## config.mk

```make
export PLATFORM = sky130hd
export DESIGN_NAME = env_update_scheduler
export DESIGN_NICKNAME = d
export VERILOG_FILES = /design/src/rtl/env_update_scheduler.sv
export SDC_FILE = /design/constraint.sdc
export NUM_CORES = 1
export LEC_CHECK = 0
export ABC_AREA = 1
export CORE_ASPECT_RATIO = 1.1
export CORE_MARGIN = 2
export CORE_UTILIZATION = 50
export DETAILED_ROUTE_END_ITERATION = 8
export GPL_TIMING_DRIVEN = 0
export PLACE_DENSITY = 0.7
export SLEW_MARGIN = 20
export SYNTH_ARGS = -nofsm -noshare
export SYNTH_HDL_FRONTEND = slang
export SYNTH_SLANG_ARGS = --single-unit
```

## constraint.sdc

```tcl
create_clock -name clk_in -period 4.5 [get_ports clk_in]
set_input_delay 0.9 -clock clk_in [delete_from_list [all_inputs] [get_ports clk_in]]
set_output_delay 0.9 -clock clk_in [all_outputs]
set_load 0.05 [all_outputs]
```

## src/rtl/env_update_scheduler.sv

```systemverilog
// Schedules the environment-update engine every FRAME_DIV frame ticks and re-times its vertex stream through a FWFT FIFO.
// Optional cycle statistics port enabled by defining ENV_SCHED_STATS_EN.
module env_update_scheduler #(
    parameter int unsigned WORLD_BITS     = 32,
    parameter int unsigned FIFO_DEPTH     = 16,
    parameter int unsigned FRAME_DIV      = 1,
    parameter int unsigned TIMEOUT_CYCLES = 4096
) (
    input  logic                  clk_in,
    input  logic                  rst_in,
    input  logic                  frame_tick_in,
    input  logic                  pause_in,
    input  logic                  clr_flags_in,
    output logic                  env_start_out,
    input  logic                  env_valid_in,
    input  logic [WORLD_BITS-1:0] env_x_in,
    input  logic [WORLD_BITS-1:0] env_y_in,
    input  logic                  env_done_in,
    output logic                  pt_valid_out,
    input  logic                  pt_ready_in,
    output logic [WORLD_BITS-1:0] pt_x_out,
    output logic [WORLD_BITS-1:0] pt_y_out,
    output logic                  busy_out,
    output logic                  frame_done_out,
    output logic [15:0]           point_count_out,
    output logic                  overflow_out,
    output logic                  timeout_out,
    output logic [7:0]            dropped_ticks_out
`ifdef ENV_SCHED_STATS_EN
    ,
    output logic [15:0]           last_cycles_out
`endif
);

    localparam int unsigned AW = $clog2(FIFO_DEPTH);
    localparam int unsigned DW = (FRAME_DIV > 1) ? $clog2(FRAME_DIV) : 1;
    localparam int unsigned TW = $clog2(TIMEOUT_CYCLES + 1);

    typedef enum logic [2:0] {IDLE, START, RUN, DRAIN, DONE} state_t;

    state_t                state, next;
    logic [DW-1:0]         div;
    logic [TW-1:0]         wd;
    logic [15:0]           cnt;
    logic [WORLD_BITS-1:0] mem_x [FIFO_DEPTH];
    logic [WORLD_BITS-1:0] mem_y [FIFO_DEPTH];
    logic [AW:0]           wr_ptr, rd_ptr;
    logic                  empty, full, pop, push_req, push;
    logic                  tick_go, wd_hit;

    assign empty    = (wr_ptr == rd_ptr);
    assign full     = (wr_ptr[AW] != rd_ptr[AW]) && (wr_ptr[AW-1:0] == rd_ptr[AW-1:0]);
    assign pop      = !empty && pt_ready_in;
    assign push_req = (state == RUN) && env_valid_in;
    // A pop in the same cycle frees a slot, so a push onto a full FIFO still lands.
    assign push     = push_req && (!full || pop);

    assign tick_go = (state == IDLE) && frame_tick_in && !pause_in && (div == DW'(FRAME_DIV - 1));
    assign wd_hit  = (state == RUN) && (wd == TW'(TIMEOUT_CYCLES - 1));

    assign pt_valid_out   = !empty;
    assign pt_x_out       = empty ? '0 : mem_x[rd_ptr[AW-1:0]];
    assign pt_y_out       = empty ? '0 : mem_y[rd_ptr[AW-1:0]];
    assign busy_out       = (state != IDLE);
    assign frame_done_out = (state == DONE);

    always_comb begin
        next = state;
        case (state)
            IDLE:    if (tick_go) next = START;
            START:   next = RUN;
            RUN:     if (env_done_in || wd_hit) next = DRAIN;
            DRAIN:   if (empty) next = DONE;
            DONE:    next = IDLE;
            default: next = IDLE;
        endcase
    end

    always_ff @(posedge clk_in) begin
        if (push) begin
            mem_x[wr_ptr[AW-1:0]] <= env_x_in;
            mem_y[wr_ptr[AW-1:0]] <= env_y_in;
        end
    end

    always_ff @(posedge clk_in or negedge rst_in) begin
        if (!rst_in) begin
            state             <= IDLE;
            env_start_out     <= 1'b0;
            div               <= '0;
            wd                <= '0;
            cnt               <= '0;
            wr_ptr            <= '0;
            rd_ptr            <= '0;
            point_count_out   <= '0;
            overflow_out      <= 1'b0;
            timeout_out       <= 1'b0;
            dropped_ticks_out <= '0;
        end else begin
            state <= next;
            // Start pulse is registered off START, so it lines up with the first RUN cycle.
            env_start_out <= (state == START);

            if ((state == IDLE) && frame_tick_in && !pause_in)
                div <= tick_go ? '0 : div + 1'b1;

            if (state == START) begin
                cnt <= '0;
                wd  <= '0;
            end else if (state == RUN) begin
                wd <= wd + 1'b1;
                if (push && (cnt != 16'hFFFF))
                    cnt <= cnt + 1'b1;
            end

            if (push) wr_ptr <= wr_ptr + 1'b1;
            if (pop)  rd_ptr <= rd_ptr + 1'b1;

            if (state == DONE)
                point_count_out <= cnt;

            if (clr_flags_in) begin
                overflow_out <= 1'b0;
                timeout_out  <= 1'b0;
            end
            if (push_req && full && !pop)
                overflow_out <= 1'b1;
            if (wd_hit)
                timeout_out <= 1'b1;

            if (frame_tick_in && (state != IDLE))
                dropped_ticks_out <= clr_flags_in ? 8'd1 :
                                     (dropped_ticks_out == 8'hFF) ? dropped_ticks_out :
                                     dropped_ticks_out + 1'b1;
            else if (clr_flags_in)
                dropped_ticks_out <= '0;
        end
    end

`ifdef ENV_SCHED_STATS_EN
    logic [15:0] cyc;

    // cyc counts START itself, so at DONE it covers START through the last DRAIN cycle.
    always_ff @(posedge clk_in or negedge rst_in) begin
        if (!rst_in) begin
            cyc             <= '0;
            last_cycles_out <= '0;
        end else begin
            if (state == START)
                cyc <= 16'd1;
            else if (((state == RUN) || (state == DRAIN)) && (cyc != 16'hFFFF))
                cyc <= cyc + 1'b1;
            if (state == DONE)
                last_cycles_out <= cyc;
        end
    end
`endif

endmodule
```

# After elaboration in Yosys (flattened, before gate mapping)
# Memories as Yosys holds them, arrays and structs flattened.
# Index checks and enable logic that the tools add are counted.
# word_totals
regBits	70
ramBits	1024
input_bits	72
out_inout_bits	94
word_cells	83
mem_count	2
# classes
add_sub_neg	6
n_eq_ne	14
mux	21
n_bitwise	1
reduce_logical	28
# memory_table
memory	words	width	read_ports	rd_clocked_by_memory_dff	write_ports	line	rtl
mem_x	16	32	1	0	1	45	logic [WORLD_BITS-1:0] mem_x [FIFO_DEPTH];
mem_y	16	32	1	0	1	46	logic [WORLD_BITS-1:0] mem_y [FIFO_DEPTH];
# op_table
cell	n
2-to-1 mux 32 bit	2
2-to-1 mux 16 bit	3
2-to-1 mux 8 bit	4
2-to-1 mux 13 bit	2
adder 16 x 1 -> 16 bit (second input constant)	1
!= test 16 bit (second input constant)	1
adder 13 x 1 -> 13 bit (second input constant)	1
equality test 13 x 12 -> 1 bit (second input constant)	1
logical AND 1 bit	12
one-hot mux 3 bit (4 select lines)	1
adder 5 x 1 -> 5 bit (second input constant)	2
nonzero test 2 bit	5
2-to-1 mux 3 bit	3
adder 8 x 1 -> 8 bit (second input constant)	1
equality test 8 bit (second input constant)	1
equality test 3 x 2 -> 1 bit (second input constant)	2
2-to-1 mux 1 bit	6
!= test 2 bit (second input constant)	3
equality test 5 bit	1
equality test 4 bit	1
logical NOT 1 bit	4
AND reduction 2 bit	2
equality test 3 x 1 -> 1 bit (second input constant)	1
equality test 3 bit (second input constant)	1
8 further kinds	9

# Logic depth before layout (Yosys ltp)
# Gate-level depths: netlist of run 1.
# depth
word_depth	9
depth_mapped	12
depth_no_buf	10

# Worst setup path after synthesis of run 1
# OpenSTA, ideal clock, no wires.
# synth_timing
kind	input-to-reg
startpoint	input env_valid_in
endpoint	memory mem_x[0][0], enable pin
setup_time_ps	486
arrival_time_ps	4163
required_time_ps	4014
setup_slack_ps	-149
cell_stages	7
path_buffers	1
cell_sequence	inv_1 > nor2_1 > nand2_1 > inv_2 > buf_4 > nand2_1 > nor2_1
# synth_via
elab_chain_cells	4
# synth_rtl
item	line	rtl
from (decl)	15	input logic env_valid_in,
logical AND 1 bit	54	assign push_req = (state == RUN) && env_valid_in;
logical AND 1 bit	56	assign push = push_req && (!full || pop);
2-to-1 mux 1 bit	80	if (push) begin
2-to-1 mux 1 bit (not written as such)	81	mem_x[wr_ptr[AW-1:0]] <= env_x_in;
to (decl)	45	
# No other way between the ends.

# Worst setup path after layout of run 1
# layout_timing
startpoint	register rd_ptr[1]
endpoint	output pt_x_out[23]
# layout_via
elab_chain_cells	2
word_cells_on_any_way	3
cone_classes	1 x eq/ne; 1 x mux; 1 x memory
# layout_rtl
item	line	rtl
from (decl)	47	logic [AW:0] wr_ptr, rd_ptr;
from (signal assigned)	117	if (pop) rd_ptr <= rd_ptr + 1'b1;
memory read (16 x 32 bit) or equality test 5 bit (tied branches)	-	
2-to-1 mux 32 bit *	62	assign pt_x_out = empty ? '0 : mem_x[rd_ptr[AW-1:0]];
to (decl)	21	output logic [WORLD_BITS-1:0] pt_x_out,
# Mark *: on every way between the ends. The rest lies on a longest branch, timed or not.

==> results.tsv, run 1 <==
stage	metric	value	unit
sta	Max Fclk	225	MHz
clock_network	# H-tree levels	3	
sta	max-slew violations	0	
floorplan	die height	318	um
power_and_ir_drop	Int Pwr	0.0202	W
clock_network	CTS buffer count	106	
layout	multi-input logic area	10600	um^2
power_and_ir_drop	Net Sw Frac	0.415	
synth	Unique masters post-synth	32	
synth	syn nets	4009	
route	Antenna Nets Post-Route	0	
synth	Synth Instances	3929	
floorplan	die width	290	um
floorplan	core area	89200	um^2
route	drt drc	0	
sta	Slew Limit Headroom	0.452	
global_route	GRT Util Overall	0.248	
setup_path	crit end category	output port	
power_and_ir_drop	Clock Power Share	0.247	
setup_path	delay-heaviest family, CP	buffers and inverters	
clock_network	worst-case clock buffer depth	3	
layout	most common cell after layout, fill and taps aside	edfxtp_1	
route	first-pass detailed-route iteration total	6	
setup_path	crit path kind	reg2out	
power_and_ir_drop	power share of the combinational group	0.414	
placed_design	Placer Congestion	0.846	
sta	final setup TNS	0	ns
sta	Worst Skew	0.0275	ns
global_route	global-route wire length before repair	173000	um
route	total vias in the final route	30059	
sta	Final setup viols	0	
synth	#FFs+latches synth	1094	
global_route	initial antenna violation count	2	
synth	area of the mapped netlist	44900	um^2
flow_run	maxcap violations	0	
clock_network	Skew-Pair Late Insertion Delay	0.69	ns
synth	Seq/Total Area, Yosys	0.724	
setup_path	Worst Setup Start Kind	flop	
clock_network	clock transition at the registers of the reported paths	0.06	ns
power_and_ir_drop	P_leak	19.2	nW
sta	period utilization	0.986	
setup_path	WP data arrival	3.54	ns
layout	most frequent cells in the layout	edfxtp_1, nand2_1, nor2_1	
floorplan	Initial Util	0.503	
layout	ANT cells	0	
layout	layout cells sized above 1	0.0957	
sta	Final Hold Violating Endpoints	0	
clock_network	CTS tree	yes	
layout	Final Util	0.591	
layout	nets@finish	4333	
route	Starting DRT DRC Count	3158	
power_and_ir_drop	P_sw	0.0144	W
sta	Tightest Pin Transition	0.816	ns
global_route	GRT Residual Overflow	0	
power_and_ir_drop	maximum vdd drop	0.000583	V
setup_path	Req. time, crit path	3.60	ns
floorplan	I/O Pins	166	
clock_network	Root Driver	clkbuf_16	
setup_path	CP Cell Sequence	buf_2 -> buf_4 -> clkbuf_1 -> o21ai_0 -> o21ai_0 -> nand2_1 -> nand2_1 -> inv_2 -> a21oi_1 -> dlygate4sd2_1	
setup_path	CP bufs+invs	5	
synth	synth warn	0	
placed_design	Buffers on Ports	165	
floorplan	Die ar.	92200	um^2
layout	Storage cell area	32500	um^2
layout	Layout Area Growth over Synthesis	17.4	%
synth	mean post-synth cell area	11.4	um^2
clock_network	CTS sink count	1094	
clock_network	post-CTS setup buffer count	0	
run_status	status	finished clean	
setup_path	Worst Path Max Fanout	10	
global_route	pin count of the biggest net entering global routing	38	
layout	# fillers	6904	
setup_path	Worst path slowest cell	dlygate4sd2_1	
sta	unrepaired setup endpoints after global routing	no	
route	Detailed Route WL	115000	um
route	WL/cell	20.9	um
placed_design	hpwl dp	78200	um
power_and_ir_drop	sequential share of power	0.339	
route	DR vias/cell	5.46	
hold_path	hold crit path type	in2async	
sta	WHS	0.208	ns
power_and_ir_drop	ratio of total power to cell area	657	nW/um^2
floorplan	number of cell rows	115	
global_route	vias in the first global route	29671	
clock_network	hold-fix buffer count after cts	0	
setup_path	slowest cell delay on critical path	0.55	ns
sta	Final min period	4.44	ns
[worst reg2reg max path, delay by kind of cell (launching register included)]
family,cells,cell delay (ns)
AND/OR/NAND/NOR,7,1.59
buffers and inverters,6,1.27
flip-flops,1,0.45
[power groups by stage]
stage	Clock [W]	Sequential [W]	Combinational, W
3_5_place_dp	0	0.0119	0.0147
5_1_grt	0.00904	0.0118	0.0155
3_3_place_gp	0	0.0120	0.0142
2_1_floorplan	0	0.0120	0.00922
4_1_cts	0.00862	0.0117	0.0143
6_report	0.00857	0.0117	0.0143
[cell usage after synthesis, drive strengths merged]
master / number / share of area
nor2: 761 / 0.064
a21oi: 68 / 0.0076
mux2i: 1 / 0.00022
clkinv: 7 / 0.00059
o22ai: 2 / 0.00028
buf: 142 / 0.019
nand3: 233 / 0.026
o211ai: 65 / 0.011
clkbuf: 77 / 0.0064
nor3b: 3 / 0.00050
xor2: 12 / 0.0023
a31oi: 1 / 0.00014
nor3: 5 / 0.00056
ha: 8 / 0.0022
o21ai: 489 / 0.055
o31ai: 1 / 0.00017
dfrtp: 70 / 0.039
or2: 1 / 0.00014
o21a: 1 / 0.00017
xnor2: 3 / 0.00059
edfxtp: 1024 / 0.68
inv: 195 / 0.016
a22o: 1 / 0.00020
nand2: 751 / 0.063
nand4: 8 / 0.0011
[sequential cells by signal, summed over array words and instances, names as in the netlist]
register and count:
timeout_out 1, point_count_out 16, wd 13, cnt 16
mem_y 512, rd_ptr 5, div 1, dropped_ticks_out 8
mem_x 512, state 3, overflow_out 1, wr_ptr 5
env_start_out 1
[metal layers]
layer | wire (um) | global-route usage
met1 | 44600 | 0.318
met2 | 57200 | 0.428
met3 | 8770 | 0.0329
met4 | 4340 | 0.0960
met5 | 0 | 0
[cell type report]
cell class / count / area share
clock buffer: 141 / 0.0550
sequential: 1094 / 0.617
multi-input combinational: 2414 / 0.202
inverter: 202 / 0.0144
tap: 1170 / 0.0278
buffer: 219 / 0.0221
clock inverter: 52 / 0.00819
timing repair buffer: 216 / 0.0539
[metrics by stage]
step	setup WS, ns	total power, W	instances	area [um^2]
detailed placement	0.176	0.0266	5315	49400
floorplan	-0.149	0.0212	3929	44900
global route	0.00293	0.0363	5508	52700
finish	0.0618	0.0346	5508	52700
CTS	0.00000555	0.0347	5508	52800
global placement	-3.74	0.0262	5264	48000
[final timing paths]
check                                                from                              to  slack, ns  cells past startpoint
max                                 rd_ptr[1]$_DFFE_PN0P_                    pt_x_out[23]       0.06                     10
min                                                rst_in               wd[2]$_DFFE_PN0N_       0.21                      1
max reg2reg                         rd_ptr[0]$_DFFE_PN0P_          mem_x[2][27]$_DFFE_PP_       0.87                     13
min reg2reg                point_count_out[1]$_DFFE_PN0P_  point_count_out[1]$_DFFE_PN0P_       0.48                      2
max in group asynchronous                          rst_in  point_count_out[7]$_DFFE_PN0P_       3.71                      2
min in group clk_in        point_count_out[1]$_DFFE_PN0P_  point_count_out[1]$_DFFE_PN0P_       0.48                      2
[logic make-up after synthesis]
group	synth area share
and+or+nand+nor	0.155
DFF	0.724
AOI/OAI and AO/OA	0.0739
buffers and inverters	0.0421
xor gates and xnor gates	0.00293
adders and majority gates	0.00223
muxes	0.000223
[what timing repair did]
| item | CTS | global route |
|---|---|---|
| endpoints found under the setup margin | 64 | 49 |
| gates resized for setup | 104 | 39 |
| gates cloned | 0 | 0 |
Power figures use the tool's default switching activity.
==> run 2: changes to the inputs <==
--- a/config.mk
+++ b/config.mk
@@ -11,7 +11,7 @@
 export CORE_UTILIZATION = 50
 export DETAILED_ROUTE_END_ITERATION = 8
 export GPL_TIMING_DRIVEN = 0
-export PLACE_DENSITY = 0.7
+export PLACE_DENSITY_LB_ADDON = 0.08
 export SLEW_MARGIN = 20
 export SYNTH_ARGS = -nofsm -noshare
 export SYNTH_HDL_FRONTEND = slang
==> run 2 against run 1 <==
  * The run now ends with negative setup slack left
  * Clock skew decreased by 0.0061 ns
  * Sequential cell count unchanged
  * Global-route usage increased by 0.94 points
  * Power increased by 1.1%
  * Combinational power about the same
  * Critical path depth decreased by 4
  * Die area unchanged
  * Largest power group unchanged
  * Core utilization about the same
  * Cell count increased by 0.33%
  * Sequential share of layout area about the same
==> results.tsv, run 2 (same netlist as run 1, synthesis figures left out) <==
stage	metric	value	unit	change
clock_network	CTS buffer count	111		was 106
setup_path	Worst R2R Path Depth	13		unchanged
floorplan	Initial Util	0.503		unchanged
clock_network	Root Driver	clkbuf_16		unchanged
global_route	GRT Util Overall	0.258		was 0.248
clock_network	post-CTS setup buffer count	0		unchanged
floorplan	core area	89200	um^2	unchanged
clock_network	clock transition at the registers of the reported paths	0.06	ns	about the same
sta	period utilization	1.00		was 0.986
floorplan	I/O Pins	166		unchanged
clock_network	worst-case clock buffer depth	3		unchanged
setup_path	end of the critical path	pt_y_out[21]		was pt_x_out[23]
run_status	status	finished, violations left		was finished clean
sta	Final Hold Violating Endpoints	0		unchanged
setup_path	slowest cell delay on critical path	0.61	ns	was 0.55 ns
route	total vias in the final route	29705		was 30059
sta	max-slew violations	0		unchanged
floorplan	Die ar.	92200	um^2	unchanged
route	DR vias/cell	5.38		was 5.46
sta	Slew Limit Headroom	0.455		was 0.452
layout	post-route cell area	52700	um^2	about the same
global_route	initial antenna violation count	2		unchanged
sta	final worst setup slack	-0.00550	ns	was 0.0618 ns
sta	Final setup viols	1		was 0
flow_run	maxcap violations	0		unchanged
route	WL/cell	21.4	um	was 20.9 um
sta	Tightest Pin Transition	0.816	ns	about the same
route	drt drc	0		unchanged
setup_path	CP Cell Sequence	inv_1 -> buf_2 -> clkbuf_1 -> nand3_1 -> a21oi_1 -> clkdlybuf4s15_2		was buf_2 -> buf_4 -> clkbuf_1 -> o21ai_0 -> o21ai_0 -> nand2_1 -> nand2_1 -> inv_2 -> a21oi_1 -> dlygate4sd2_1
route	Antenna Nets Post-Route	0		unchanged
setup_path	worst reg2reg setup slack	0.85	ns	was 0.87 ns
global_route	vias in the first global route	28982		was 29671
setup_path	Reg-to-Reg Start	rd_ptr[0]$_DFFE_PN0P_		unchanged
layout	Final Util	0.591		about the same
power_and_ir_drop	P_leak	19.2	nW	about the same
layout	Layout Area Growth over Synthesis	17.3	%	was 17.4%
route	Starting DRT DRC Count	2580		was 3158
setup_path	Worst Path Max Fanout	10		unchanged
layout	most frequent cells in the layout	edfxtp_1, nand2_1, nor2_1		unchanged
layout	most common cell after layout, fill and taps aside	edfxtp_1		unchanged
sta	Final min period	4.51	ns	was 4.44 ns
layout	nets@finish	4335		was 4333
setup_path	Worst path slowest cell	buf_2		was dlygate4sd2_1
floorplan	number of cell rows	115		unchanged
global_route	pin count of the biggest net entering global routing	48		was 38
clock_network	hold-fix buffer count after cts	0		unchanged
route	first-pass detailed-route iteration total	6		unchanged
setup_path	WP data arrival	3.61	ns	was 3.54 ns
clock_network	CTS tree	yes		unchanged
setup_path	crit path kind	reg2out		unchanged
clock_network	Skew-Pair Late Insertion Delay	0.70	ns	was 0.69 ns
setup_path	r2r endpoint	mem_y[10][10]$_DFFE_PP_		was mem_x[2][27]$_DFFE_PP_
global_route	GRT Residual Overflow	0		unchanged
route	Detailed Route WL	118000	um	was 115000 um
clock_network	CTS sink count	1094		unchanged
layout	layout cells sized above 1	0.104		was 0.0957
setup_path	CP bufs+invs	4		was 5
hold_path	hold crit path type	in2async		unchanged
power_and_ir_drop	total power draw	0.0350	W	was 0.0346 W
power_and_ir_drop	ratio of total power to cell area	664	nW/um^2	was 657 nW/um^2
run_status	failing checks	negative setup slack		
global_route	global-route wire length before repair	177000	um	was 173000 um
setup_path	Worst Setup Start Kind	flop		unchanged
placed_design	hpwl dp	79700	um	was 78200 um
clock_network	# H-tree levels	3		unchanged
floorplan	die height	318	um	unchanged
sta	Worst Skew	0.0215	ns	was 0.0275 ns
setup_path	Critical path origin	rd_ptr[3]$_DFFE_PN0P_		was rd_ptr[1]$_DFFE_PN0P_
setup_path	CP Depth	6		was 10
floorplan	die width	290	um	unchanged
setup_path	crit end category	output port		unchanged
placed_design	Placer Congestion	0.841		was 0.846
setup_path	delay-heaviest family, CP	buffers and inverters		unchanged
layout	post-route insts no fill	5526		was 5508
sta	Max Fclk	222	MHz	was 225 MHz
power_and_ir_drop	maximum vdd drop	0.000566	V	was 0.000583 V
placed_design	placed instance area	49300	um^2	was 49400 um^2
placed_design	Placed Cells	5312		was 5315
setup_path	Req. time, crit path	3.60	ns	about the same
placed_design	Buffers on Ports	165		unchanged
-- run 2: changes by cell type in the layout (fill, tap and decap cells not counted), moves of 7 or more --
cell,delta
clkdlybuf4s15_2,-9
clkdlybuf4s15_1,+8
clkbuf_2,+28
buf_12,+14
clkbuf_1,-18
dlygate4sd2_1,-20
clkinv_2,+7
buf_16,-17
clkinv_1,+11
-- run 2: area by class of cell --
class | instances | area (um^2)
diodes | 3 | 7.51
flip-flops and latches | 1094 | 32500
multi-input cells | 2414 | 10600
inverters | 202 | 758
clock buffers | 127 | 2840
fillers | 7316 | 36500
well taps | 1170 | 1460
clock inverters | 84 | 729
repair buffers | 213 | 2570
plain buffers | 219 | 1180
-- run 2: where the power goes --
part / internal, W / switching, W
Sequential: 0.0116 / 0.000163
Clock: 0.00512 / 0.00390
Combinational: 0.00384 / 0.0104
Total: 0.0205 / 0.0145
-- run 2: how the worst min path moves through the flow --
stage / end / slack [ns] / depth (start not counted)
global placement: wd[7]$_DFFE_PN0N_ / 0.46 / 1
CTS: point_count_out[1]$_DFFE_PN0P_ / 0.09 / 1
floorplan: wd[7]$_DFFE_PN0N_ / 0.45 / 1
global route: point_count_out[2]$_DFFE_PN0P_ / 0.12 / 1
detailed placement: point_count_out[1]$_DFFE_PN0P_ / 0.47 / 2
finish: point_count_out[1]$_DFFE_PN0P_ / 0.11 / 1
-- run 2: what timing repair did --
action	in CTS	in global routing
endpoints found under the setup margin	64	55
pin swaps	0	0
resized for setup	93	98
gates cloned	0	0
-- run 2: routing by layer --
| metal | up-vias | GRT usage | routed length (um) | part of all wire |
|---|---|---|---|---|
| li1 | 14207 | - | - | - |
| met4 | 0 | 0.0777 | 3080 | 0.026 |
| met1 | 14367 | 0.351 | 50000 | 0.42 |
| met5 | - | 0 | 0 | 0 |
| met2 | 966 | 0.435 | 58300 | 0.49 |
| met3 | 165 | 0.0305 | 6840 | 0.058 |
-- run 2: metrics by stage --
step / setup WS [ns] / TNS [ns] / hold slack (ns)
finish: -0.00550 / -0.00550 / 0.107
global route: -0.000985 / -0.00169 / 0.119
CTS: 0.00546 / 0 / 0.0863
detailed placement: 0.106 / 0 / 0.469
global placement: -3.78 / -3424.73 / 0.463
floorplan: -0.149 / -119.11 / 0.445
==> run 3: changes to the inputs <==
==> constraint.sdc (replaced) <==
create_clock -name clk_in -period 3.7 [get_ports clk_in]
set_input_delay 0.74 -clock clk_in [delete_from_list [all_inputs] [get_ports clk_in]]
set_output_delay 0.74 -clock clk_in [all_outputs]
set_load 0.05 [all_outputs]
==> run 3 against run 2 <==
  * The flow now finishes without violations
  * Sequential power up 22%
  * Via count up 0.40%
  * Critical path type unchanged
  * Critical path depth unchanged
  * Largest cell class unchanged
  * Non-clock buffer count up 11
  * Count of clock-buffer cells in the layout unchanged
  * Clock power up 22%
  * Global-route usage up 0.058 points
==> results.tsv, run 3 (same netlist as run 1, synthesis figures left out) <==
stage	metric	value	unit	change
placed_design	Setup Slack @ Placement	-0.534	ns	was 0.106 ns
setup_path	slowest cell delay on critical path	0.42	ns	was 0.61 ns
placed_design	Placed Cells	5312		unchanged
sta	Worst Skew	0.0183	ns	was 0.0215 ns
layout	most frequent cells in the layout	edfxtp_1, nand2_1, nor2_1		unchanged
layout	post-route insts no fill	5534		was 5526
route	Starting DRT DRC Count	2664		was 2580
flow_run	maxcap violations	0		unchanged
sta	max-slew violations	0		unchanged
route	drt drc	0		unchanged
hold_path	hold crit path type	reg2reg		was in2async
layout	ANT cells	0		was 3
clock_network	Root Driver	clkbuf_16		unchanged
clock_network	clock transition at the registers of the reported paths	0.06	ns	about the same
setup_path	Worst Setup Start Kind	flop		unchanged
global_route	initial antenna violation count	0		was 2
sta	period utilization	0.988		
sta	Final Hold Violating Endpoints	0		unchanged
global_route	global-route wire length before repair	178000	um	was 177000 um
sta	unrepaired setup endpoints after global routing	yes		
global_route	GRT Residual Overflow	0		unchanged
layout	Layout Area Growth over Synthesis	18.7	%	was 17.3%
power_and_ir_drop	ratio of total power to cell area	821	nW/um^2	was 664 nW/um^2
sta	Slew Limit Headroom	0.447		was 0.455
route	DR vias/cell	5.39		was 5.38
clock_network	CTS tree	yes		unchanged
floorplan	core area	89200	um^2	unchanged
clock_network	CTS buffer count	111		unchanged
power_and_ir_drop	maximum vdd drop	0.000733	V	was 0.000566 V
layout	most common cell after layout, fill and taps aside	edfxtp_1		unchanged
clock_network	# H-tree levels	3		unchanged
run_status	status	finished clean		was finished, violations left
setup_path	most used cell, CP	buf_4		
route	WL/cell	21.4	um	about the same
placed_design	Buffers on Ports	165		unchanged
setup_path	crit path kind	reg2out		unchanged
sta	Max Fclk	274	MHz	
layout	layout cells sized above 1	0.125		was 0.104
setup_path	Worst path slowest cell	buf_4		was buf_2
setup_path	Worst Path Max Fanout	10		unchanged
power_and_ir_drop	P_leak	19.5	nW	was 19.2 nW
global_route	pin count of the biggest net entering global routing	48		unchanged
placed_design	Placer Congestion	0.841		unchanged
placed_design	hpwl dp	79700	um	unchanged
floorplan	Die ar.	92200	um^2	unchanged
sta	final worst setup slack	0.0438	ns	was -0.00550 ns
sta	final setup TNS	0	ns	was -0.00550 ns
floorplan	die width	290	um	unchanged
setup_path	CP Cell Sequence	inv_1 -> buf_4 -> clkbuf_2 -> nand3_1 -> a21oi_2 -> buf_4		was inv_1 -> buf_2 -> clkbuf_1 -> nand3_1 -> a21oi_1 -> clkdlybuf4s15_2
floorplan	Initial Util	0.503		unchanged
setup_path	crit end category	output port		unchanged
layout	nets@finish	4346		was 4335
sta	WHS	0.481	ns	was 0.107 ns
sta	Tightest Pin Transition	0.827	ns	was 0.816 ns
clock_network	CTS sink count	1094		unchanged
setup_path	WP data arrival	2.92	ns	was 3.61 ns
floorplan	die height	318	um	unchanged
route	first-pass detailed-route iteration total	5		was 6
setup_path	Req. time, crit path	2.96	ns	was 3.60 ns
clock_network	Skew-Pair Late Insertion Delay	0.70	ns	about the same
global_route	vias in the first global route	29058		was 28982
sta	Final min period	3.66	ns	
route	total vias in the final route	29823		was 29705
route	Antenna Nets Post-Route	0		unchanged
clock_network	worst-case clock buffer depth	3		unchanged
global_route	GRT Util Overall	0.258		about the same
route	Detailed Route WL	119000	um	was 118000 um
floorplan	number of cell rows	115		unchanged
floorplan	I/O Pins	166		unchanged
sta	Final setup viols	0		was 1
-- run 3: changes by cell type in the layout (fill, tap and decap cells not counted), sizes merged --
cell	change
buf	+64
clkdlybuf4s18	-1
clkdlybuf4s15	-14
clkbuf	-27
dlygate4sd2	-12
diode	-3
dlygate4sd3	+1
-- run 3: where the power goes --
part / leakage [nW] / switching [W] / internal (W)
sequential: 10.2 / 0.000205 / 0.0141
clock: 1.75 / 0.00475 / 0.00622
combinational: 7.64 / 0.0129 / 0.00562
-- run 3: critical path, delay by kind of cell, from the launching register on --
kind | cells | cell delay [ns]
buffers and inverters | 4 | 1.39
DFF | 1 | 0.39
AOI/OAI and AO/OA | 1 | 0.24
and+or+nand+nor | 1 | 0.19
-- run 3: layout make-up --
class / count / area, um^2
Timing Repair Buffer: 225 / 2780
Clock buffer: 127 / 2840
Fill cell: 7270 / 35900
Buffer: 218 / 1470
Multi-Input combinational cell: 2414 / 10800
Clock inverter: 84 / 729
Tap cell: 1170 / 1460
Sequential cell: 1094 / 32500
Inverter: 202 / 763
-- run 3: final timing paths --
kind	startpoint	endpoint	slack [ns]	depth (start not counted)
setup reg to reg	rd_ptr[0]$_DFFE_PN0P_	mem_y[10][10]$_DFFE_PP_	0.20	13
hold reg to reg	point_count_out[9]$_DFFE_PN0P_	point_count_out[9]$_DFFE_PN0P_	0.48	2
setup / recovery	rd_ptr[3]$_DFFE_PN0P_	pt_y_out[22]	0.04	6
hold / removal	point_count_out[9]$_DFFE_PN0P_	point_count_out[9]$_DFFE_PN0P_	0.48	2
max in group asynchronous	rst_in	rd_ptr[0]$_DFFE_PN0P_	2.62	3
min in group asynchronous	rst_in	point_count_out[1]$_DFFE_PN0P_	0.50	2
-- run 3: routing by layer --
| layer | track usage | routed length [um] | up-vias | part of all wire |
|---|---|---|---|---|
| li1 | - | - | 14232 | - |
| met1 | 0.352 | 49900 | 14491 | 0.42 |
| met2 | 0.439 | 59000 | 933 | 0.50 |
| met3 | 0.0302 | 6810 | 167 | 0.057 |
| met4 | 0.0729 | 2930 | 0 | 0.025 |
| met5 | 0 | 0 | - | 0 |
-- run 3: stage by stage --
stage	instance area, um^2	total power [W]	util
after floorplan	44900	0.0258	-
after global placement	48000	0.0322	0.538
after detailed placement	49300	0.0325	0.552
after CTS	53000	0.0435	0.594
after global routing	53300	0.0460	0.597
final	53300	0.0438	0.597
-- run 3: timing repair --
| action | CTS | global route |
|---|---|---|
| hold buffers | 1 | 0 |
| setup endpoints to repair | 88 | 62 |
| setup buffers | 7 | 2 |
| cloned | 1 | 1 |
| pin swaps | 3 | 2 |
| gates resized for setup | 472 | 108 |
| hold endpoints to repair | 23 | 0 |
